**src/rtl/id_stage.sv**
```systemverilog
// -----------------------------------------------------------------------------
// id_stage -- RISC-V instruction decode stage.
//
// Decodes the instruction held in IF/ID combinationally, drives the register
// file / CSR read addresses, and captures the decoded operands into a single
// output register slice when the instruction is accepted. A three-state
// control FSM (EMPTY / FULL / BUBBLE) handles backpressure from EX, inserts a
// one-cycle bubble on a load-use hazard and drains on a flush from EX.
//
// Optional feature: define ID_STAGE_CSR_EN to decode Zicsr instructions.
// Without it, SYSTEM-opcode CSR instructions decode as illegal and the CSR
// address/data paths are tied to zero.
//
// Ports:
//   clk, rst            clock, asynchronous active-low reset
//   inst_valid_i        IF/ID holds an instruction
//   inst_i/inst_addr_i  instruction word and its PC
//   inst_ready_o        instruction accepted this cycle
//   reg1/2_raddr_o      combinational register-file read addresses
//   reg1/2_rdata_i      same-cycle register-file read data
//   csr_raddr_o         combinational CSR read address
//   csr_rdata_i         same-cycle CSR read data
//   ex_ready_i          EX accepts the held instruction
//   ex_jump_flag_i      flush request from EX
//   valid_o ... stall_cnt_o  registered decode results towards EX
// -----------------------------------------------------------------------------
module id_stage #(
  parameter int XLEN   = 32,
  parameter int REG_AW = 5,
  parameter int CSR_AW = 12
) (
  input  logic              clk,
  input  logic              rst,
  input  logic              inst_valid_i,
  input  logic [XLEN-1:0]   inst_i,
  input  logic [XLEN-1:0]   inst_addr_i,
  output logic              inst_ready_o,
  output logic [REG_AW-1:0] reg1_raddr_o,
  output logic [REG_AW-1:0] reg2_raddr_o,
  input  logic [XLEN-1:0]   reg1_rdata_i,
  input  logic [XLEN-1:0]   reg2_rdata_i,
  output logic [CSR_AW-1:0] csr_raddr_o,
  input  logic [XLEN-1:0]   csr_rdata_i,
  input  logic              ex_ready_i,
  input  logic              ex_jump_flag_i,
  output logic              valid_o,
  output logic [XLEN-1:0]   inst_o,
  output logic [XLEN-1:0]   inst_addr_o,
  output logic [XLEN-1:0]   op1_o,
  output logic [XLEN-1:0]   op2_o,
  output logic [XLEN-1:0]   op1_jump_o,
  output logic [XLEN-1:0]   op2_jump_o,
  output logic [XLEN-1:0]   reg1_rdata_o,
  output logic [XLEN-1:0]   reg2_rdata_o,
  output logic [XLEN-1:0]   csr_rdata_o,
  output logic [REG_AW-1:0] rd_o,
  output logic              rd_we_o,
  output logic              illegal_o,
  output logic [31:0]       stall_cnt_o
);

  typedef enum logic [1:0] {EMPTY, FULL, BUBBLE} state_t;

  state_t state;
  logic   held_load;

  function automatic logic signed [XLEN-1:0] sext12(input logic [11:0] v);
    return {{(XLEN-12){v[11]}}, v};
  endfunction

  function automatic logic signed [XLEN-1:0] sext13(input logic [12:0] v);
    return {{(XLEN-13){v[12]}}, v};
  endfunction

  function automatic logic signed [XLEN-1:0] sext21(input logic [20:0] v);
    return {{(XLEN-21){v[20]}}, v};
  endfunction

  // ---- stage p0: combinational decode of inst_i ----
  logic [6:0]        opcode;
  logic [2:0]        funct3;
  logic [6:0]        funct7;
  logic [REG_AW-1:0] rs1_f, rs2_f, rd_f;

  assign opcode = inst_i[6:0];
  assign funct3 = inst_i[14:12];
  assign funct7 = inst_i[31:25];
  assign rs1_f  = REG_AW'(inst_i[19:15]);
  assign rs2_f  = REG_AW'(inst_i[24:20]);
  assign rd_f   = REG_AW'(inst_i[11:7]);

  logic            legal_p0, rs1_rd_p0, rs2_rd_p0, rd_wr_p0;
  logic            is_load_p0, jalr_p0, csr_p0;
  logic [XLEN-1:0] op1_p0, op2_p0, op1_jump_p0, op2_jump_p0;

  // Every field stays zero unless a legal class sets it, so an unrecognised
  // encoding falls out with all operands and read addresses cleared.
  always_comb begin
    legal_p0    = 1'b0;
    rs1_rd_p0   = 1'b0;
    rs2_rd_p0   = 1'b0;
    rd_wr_p0    = 1'b0;
    is_load_p0  = 1'b0;
    jalr_p0     = 1'b0;
    csr_p0      = 1'b0;
    op1_p0      = '0;
    op2_p0      = '0;  // no instruction class drives op2
    op1_jump_p0 = '0;
    op2_jump_p0 = '0;
    case (opcode)
      7'b0110111, 7'b0010111: begin  // LUI / AUIPC
        legal_p0 = 1'b1;
        rd_wr_p0 = 1'b1;
        op1_p0   = XLEN'({inst_i[31:12], 12'b0});
      end
      7'b1101111: begin  // JAL
        legal_p0    = 1'b1;
        rd_wr_p0    = 1'b1;
        op1_jump_p0 = inst_addr_i;
        op2_jump_p0 = sext21({inst_i[31], inst_i[19:12], inst_i[20], inst_i[30:21], 1'b0});
      end
      7'b1100111: begin  // JALR; op1_jump is muxed from rs1 data at capture
        if (funct3 == 3'b000) begin
          legal_p0    = 1'b1;
          rd_wr_p0    = 1'b1;
          rs1_rd_p0   = 1'b1;
          jalr_p0     = 1'b1;
          op2_jump_p0 = sext12(inst_i[31:20]);
        end
      end
      7'b1100011: begin  // branches
        if (funct3 != 3'b010 && funct3 != 3'b011) begin
          legal_p0    = 1'b1;
          rs1_rd_p0   = 1'b1;
          rs2_rd_p0   = 1'b1;
          op1_jump_p0 = inst_addr_i;
          op2_jump_p0 = sext13({inst_i[31], inst_i[7], inst_i[30:25], inst_i[11:8], 1'b0});
        end
      end
      7'b0000011: begin  // loads
        if (funct3 != 3'b011 && funct3 != 3'b110 && funct3 != 3'b111) begin
          legal_p0   = 1'b1;
          rd_wr_p0   = 1'b1;
          rs1_rd_p0  = 1'b1;
          is_load_p0 = 1'b1;
          op1_p0     = sext12(inst_i[31:20]);
        end
      end
      7'b0100011: begin  // stores
        if (funct3 == 3'b000 || funct3 == 3'b001 || funct3 == 3'b010) begin
          legal_p0  = 1'b1;
          rs1_rd_p0 = 1'b1;
          rs2_rd_p0 = 1'b1;
          op1_p0    = sext12({inst_i[31:25], inst_i[11:7]});
        end
      end
      7'b0010011: begin  // I-type ALU; shift-immediates constrain funct7
        if ((funct3 == 3'b001 && funct7 == 7'b0000000) ||
            (funct3 == 3'b101 && (funct7 == 7'b0000000 || funct7 == 7'b0100000)) ||
            (funct3 != 3'b001 && funct3 != 3'b101)) begin
          legal_p0  = 1'b1;
          rd_wr_p0  = 1'b1;
          rs1_rd_p0 = 1'b1;
          op1_p0    = sext12(inst_i[31:20]);
        end
      end
      7'b0110011: begin  // R-type ALU
        if (funct7 == 7'b0000000 || funct7 == 7'b0100000) begin
          legal_p0  = 1'b1;
          rd_wr_p0  = 1'b1;
          rs1_rd_p0 = 1'b1;
          rs2_rd_p0 = 1'b1;
        end
      end
      7'b0001111: begin  // FENCE: continue at PC + 4
        if (funct3 == 3'b000) begin
          legal_p0    = 1'b1;
          op1_jump_p0 = inst_addr_i;
          op2_jump_p0 = XLEN'(4);
        end
      end
`ifdef ID_STAGE_CSR_EN
      7'b1110011: begin  // Zicsr
        if (funct3 == 3'b001 || funct3 == 3'b010 || funct3 == 3'b011) begin
          legal_p0  = 1'b1;
          rd_wr_p0  = 1'b1;
          rs1_rd_p0 = 1'b1;
          csr_p0    = 1'b1;
        end else if (funct3 == 3'b101 || funct3 == 3'b110 || funct3 == 3'b111) begin
          legal_p0 = 1'b1;
          rd_wr_p0 = 1'b1;
          csr_p0   = 1'b1;
          op1_p0   = XLEN'(inst_i[19:15]);  // uimm, zero-extended
        end
      end
`endif
      default: ;
    endcase
  end

  assign reg1_raddr_o = rs1_rd_p0 ? rs1_f : '0;
  assign reg2_raddr_o = rs2_rd_p0 ? rs2_f : '0;

  logic [XLEN-1:0] csr_data_p0;
`ifdef ID_STAGE_CSR_EN
  assign csr_raddr_o = csr_p0 ? CSR_AW'(inst_i[31:20]) : '0;
  assign csr_data_p0 = csr_p0 ? csr_rdata_i : '0;
`else
  logic csr_unused;
  assign csr_raddr_o = '0;
  assign csr_data_p0 = '0;
  assign csr_unused  = ^{csr_rdata_i, csr_p0};
`endif

  // Load-use: the held load's rd matches a source register the incoming
  // instruction really reads, so it must wait one cycle for the load data.
  logic hazard, accept;

  assign hazard = (state == FULL) && held_load && (rd_o != '0) &&
                  ((rs1_rd_p0 && rs1_f == rd_o) || (rs2_rd_p0 && rs2_f == rd_o));

  // A flush drains IF/ID, so the stage reports ready regardless of stalls.
  assign inst_ready_o = ex_jump_flag_i | ((!valid_o || ex_ready_i) && !hazard);
  assign accept       = inst_valid_i && inst_ready_o && !ex_jump_flag_i;

  // ---- stage p1: output register and control FSM ----
  always_ff @(posedge clk or negedge rst) begin
    if (!rst) begin
      state        <= EMPTY;
      valid_o      <= 1'b0;
      held_load    <= 1'b0;
      inst_o       <= '0;
      inst_addr_o  <= '0;
      op1_o        <= '0;
      op2_o        <= '0;
      op1_jump_o   <= '0;
      op2_jump_o   <= '0;
      reg1_rdata_o <= '0;
      reg2_rdata_o <= '0;
      csr_rdata_o  <= '0;
      rd_o         <= '0;
      rd_we_o      <= 1'b0;
      illegal_o    <= 1'b0;
    end else if (ex_jump_flag_i) begin
      state   <= EMPTY;
      valid_o <= 1'b0;
    end else if (hazard && ex_ready_i) begin
      // the load moves on to EX; leave a bubble behind it
      state   <= BUBBLE;
      valid_o <= 1'b0;
    end else if (accept) begin
      state        <= FULL;
      valid_o      <= 1'b1;
      held_load    <= is_load_p0;
      inst_o       <= inst_i;
      inst_addr_o  <= inst_addr_i;
      op1_o        <= op1_p0;
      op2_o        <= op2_p0;
      op1_jump_o   <= jalr_p0 ? reg1_rdata_i : op1_jump_p0;
      op2_jump_o   <= op2_jump_p0;
      reg1_rdata_o <= rs1_rd_p0 ? reg1_rdata_i : '0;
      reg2_rdata_o <= rs2_rd_p0 ? reg2_rdata_i : '0;
      csr_rdata_o  <= csr_data_p0;
      rd_o         <= rd_wr_p0 ? rd_f : '0;
      rd_we_o      <= rd_wr_p0 && (rd_f != '0);
      illegal_o    <= !legal_p0;
    end else if (state != FULL || ex_ready_i) begin
      state   <= EMPTY;
      valid_o <= 1'b0;
    end
  end

  always_ff @(posedge clk or negedge rst) begin
    if (!rst) begin
      stall_cnt_o <= '0;
    end else if (inst_valid_i && !inst_ready_o && stall_cnt_o != 32'hFFFF_FFFF) begin
      stall_cnt_o <= stall_cnt_o + 32'd1;
    end
  end

endmodule

```
**config.mk**
```make
export PLATFORM = sky130hd
export DESIGN_NAME = id_stage
export DESIGN_NICKNAME = d
export VERILOG_FILES = /design/src/rtl/id_stage.sv
export SDC_FILE = /design/constraint.sdc
export NUM_CORES = 1
export LEC_CHECK = 0
export BUFFER_PORTS_ARGS = -buffer_cell sky130_fd_sc_hd__buf_2
export CAP_MARGIN = 15
export CORE_AREA = 2 2 200 202
export CTS_BUF_LIST = sky130_fd_sc_hd__clkbuf_16
export DETAILED_ROUTE_END_ITERATION = 16
export DIE_AREA = 0 0 202 204
export PLACE_DENSITY_LB_ADDON = 0.1
export SKIP_CTS_REPAIR_TIMING = 1
export SLEW_MARGIN = 20
export SYNTH_ARGS = -nofsm -noshare
export SYNTH_HDL_FRONTEND = slang
export SYNTH_SLANG_ARGS = --single-unit
```
**constraint.sdc**
```tcl
create_clock -name clk -period 4 [get_ports clk]
set_input_delay 0 -clock clk [delete_from_list [all_inputs] [get_ports clk]]
set_output_delay 0 -clock clk [all_outputs]
set_load 0.05 [all_outputs]
```
==> summary.md <==
| Metric | Value |
|---|---|
| CTS tree | `built` |
| Reg2Reg Depth | `9` |
| Ys async rst share | `100%` |
| FF-to-FF End | `held_load` |
| Peak VDD IR | `0.000328 V` |
| Syn Inst Count | `1153` |
| Cell area power density | `427 nW/µm²` |
| Synth Cell Area | `11800 µm²` |
| Pint | `0.00466 W` |
| Yosys top cell area share | `53.9%` |
| Share of cells above drive strength 1 | `29.1%` |
| Max-slew violations | `0` |
| Top-level port count | `516` |
| Filler cell count in the final layout | `3939` |
| WL/cell | `19.3 µm` |
| Min Tclk post-route | `3290 ps` |
| Clock Latency Late Sink | `560 ps` |
| DRC Markers | `0` |
| Sequential power share | `40.5%` |
| Number of synthesized flops with an enable pin | `0` |
| Crit Path Category | `reg -> out` |
| P&R area growth vs syn | `37.4%` |
| # port buffers | `407` |
| MaxCap Viol Count | `0` |
| P_leak | `7.90 nW` |
| Worst r2r src | `rd_o[1]` |
| GRT Util Overall | `19.2%` |
| Clock Power Share | `38.7%` |
| # clock sinks | `255` |
| CTS clock-pin slew for the worst setup and hold paths | `60 ps` |
| Cells after DPL | `2000` |
| CORE AREA | `39200 µm²` |
| Setup crit end kind | `primary output` |
| # setup viols final | `0` |
| Final Net Count | `1806` |
| Post-route cell area | `16300 µm²` |
| Startpoint Class | `flop` |
| Die area | `41200 µm²` |
| Worst R2R Setup Slack | `790 ps` |
| HPWL Detailed | `27000 µm` |
| RSZ-0062 raised after global routing | `no` |
| CP required | `4000 ps` |
| Die X | `202 µm` |
| Site Rows | `73` |
| Hold Fails Final Rpt | `0` |
| Yosys warns | `0` |
| First DRT Iteration DRCs | `631` |
| Diode count | `0` |
| Post-Place Cell Area | `14000 µm²` |
| Grt ovf | `0` |
| Total iterations of the first detailed-routing run | `5` |
| Maximum operating frequency | `304 MHz` |
| Crit path max fanout | `188` |
| Top cells by area, synth | `dfrtp_1 (54%), o21ai_0 (12%), mux2_1 (6.0%), buf_4 (5.5%), nand2_1 (2.8%)` |
| Slew headroom | `34.7%` |
| First-pass GRT wire length | `62000 µm` |
| Vias in the first global route | `9838` |
| Class of the worst hold path | `in -> async` |
| Worst Skew | `6.82 ps` |
| ANT nets after route | `0` |
| Initial antenna violation count | `0` |
| Clock Tree Buf Depth | `3` |
| TritonCTS Buffers | `30` |
| Area leader, netlist | `dfrtp_1` |
| Status | `complete, no violations` |
| Least-Margin Pin Slew | `980 ps` |
| Final wirelength | `42300 µm` |
| Root Buffer | `clkbuf_16` |
| Post-route insts no fill | `2187` |
| Ys flop type | `dfrtp_1` |
| Vias per inst | `4.83` |
| Starting Density | `30.2%` |
| Crit path arrival time | `3290 ps` |
| Average cell area after synthesis | `10.3 µm²` |
| Pin count of the biggest net entering global routing | `189` |
| Final critical-path share of the clock period | `82.3%` |
| Htree depth | `1` |
| Comb pwr share | `20.7%` |
| Seq cells post-synth | `255` |
| P_sw | `0.00228 W` |
| Die H | `204 µm` |
| Library cells used by synthesis | `52` |
| RD Place Congestion | `0.778` |
| Via count | `10562` |
| Switching share of power | `32.8%` |
| Seq/Total Area, Yosys | `53.9%` |
| Total Neg Setup Slack | `0 ps` |
-- cell families after synthesis --
logic type	after synthesis	share of synthesized area, %
muxes	66	6.28
and+or+nand+nor	209	9.21
xor gates and xnor gates	41	3.04
adders and majority gates	1	0.106
DFF	255	53.9
other	1	0.0317
AOI/OAI and AO/OA	399	18.2
buffers and inverters	181	9.18
-- state kept, by name, summed over array words and instances, names as in the netlist, 21 cells and up --
name          cells
reg2_rdata_o     32
inst_o           32
reg1_rdata_o     32
inst_addr_o      32
op2_jump_o       21
stall_cnt_o      32
op1_jump_o       32
op1_o            32
-- cells in the final DEF, fill, tap and decap left out, types with 2 or more instances in the layout --
cell type and count:
a21oi_1 29, nor4_1 2, mux2_1 63, or3_1 2, clkinv_1 9, or2_2 3, and4_1 7, xor2_1 4
dlygate4sd3_1 133, inv_1 6, o21ai_0 295, bufinv_16 3, and2_1 15, a22oi_1 41, conb_1 76, nand2b_1 6
buf_12 5, buf_4 14, xnor2_1 37, nand2_1 88, mux2_2 3, dfrtp_1 255, o21ai_1 22, and3_1 17
o31ai_1 2, nor2_1 12, or3_2 2, nor3_1 8, nand4_1 11, nand3_1 21, clkbuf_16 31, clkinv_2 7
buf_2 406, or4_1 2
-- power by group through the flow --
stage                     combinational, W  sequential, W  clock [W]
after detailed placement           0.00134        0.00285          0
after floorplan                   0.000449        0.00337          0
after global placement             0.00135        0.00285          0
after CTS                          0.00135        0.00281    0.00279
after global routing               0.00152        0.00283    0.00289
final                              0.00144        0.00281    0.00269
-- per-layer routing --
layer / track usage, % / vias to the layer above / routed length, µm
met5: 0 / - / 0
met4: 5.78 / 0 / 1020
met3: 5.01 / 62 / 2960
met2: 30.0 / 386 / 19900
met1: 26.1 / 5235 / 18400
li1: - / 4879 / -
-- cell type report --
cell class	instances	area [µm²]	share of cell area, %
clock inverters	23	174	1.07
multi-input cells	792	4670	28.8
repair buffers	559	3580	22.0
inverters	2	7.51	0.0462
well taps	525	657	4.04
flip-flops and latches	255	6380	39.3
clock buffers	31	776	4.77
-- synth_stat cells, drive strengths merged, types with 3 or more instances --
library cell / n
a21oi: 29
a22oi: 41
and2: 15
and3: 17
and4: 7
buf: 109
clkbuf: 70
dfrtp: 255
mux2: 66
nand2: 88
nand2b: 7
nand3: 22
nand4: 11
nor2: 12
nor3: 8
nor4b: 3
o21ai: 317
or2: 5
or3: 4
xnor2: 37
xor2: 4
-- stage by stage --
step	worst slack (ps)	total power, W	hold WS, ps	utilization (%)
after CTS	805	0.00694	-515	38.1
after global placement	1010	0.00419	94.6	35.7
after floorplan	1210	0.00382	-296	-
final	709	0.00694	41.8	41.5
after detailed placement	1010	0.00420	94.1	35.7
after global routing	594	0.00724	103	41.5
-- worst max-delay path by stage --
| stage | startpoint | endpoint | slack [ps] | depth (start not counted) |
|---|---|---|---|---|
| 3_5_place_dp | inst_i[31] | reg2_rdata_o[22] | 1010 | 10 |
| 3_3_place_gp | inst_i[31] | reg2_rdata_o[22] | 1010 | 10 |
| 4_1_cts | rd_o[4] | inst_ready_o | 810 | 8 |
| 5_1_grt | rd_o[4] | inst_ready_o | 590 | 8 |
| 2_1_floorplan | rd_o[1] | inst_addr_o[0] | 1210 | 11 |
| 6_report | rd_o[4] | inst_ready_o | 710 | 8 |
-- worst max-delay path, cell delays in order (launching register included) --
cell	delay, ps
dfrtp_1	460
xnor2_1	160
nand3_1	90
nor3_1	530
o311ai_2	230
nand3_4	150
buf_12	570
nand2b_1	100
buf_2	240
Power figures use the tool's default switching activity.
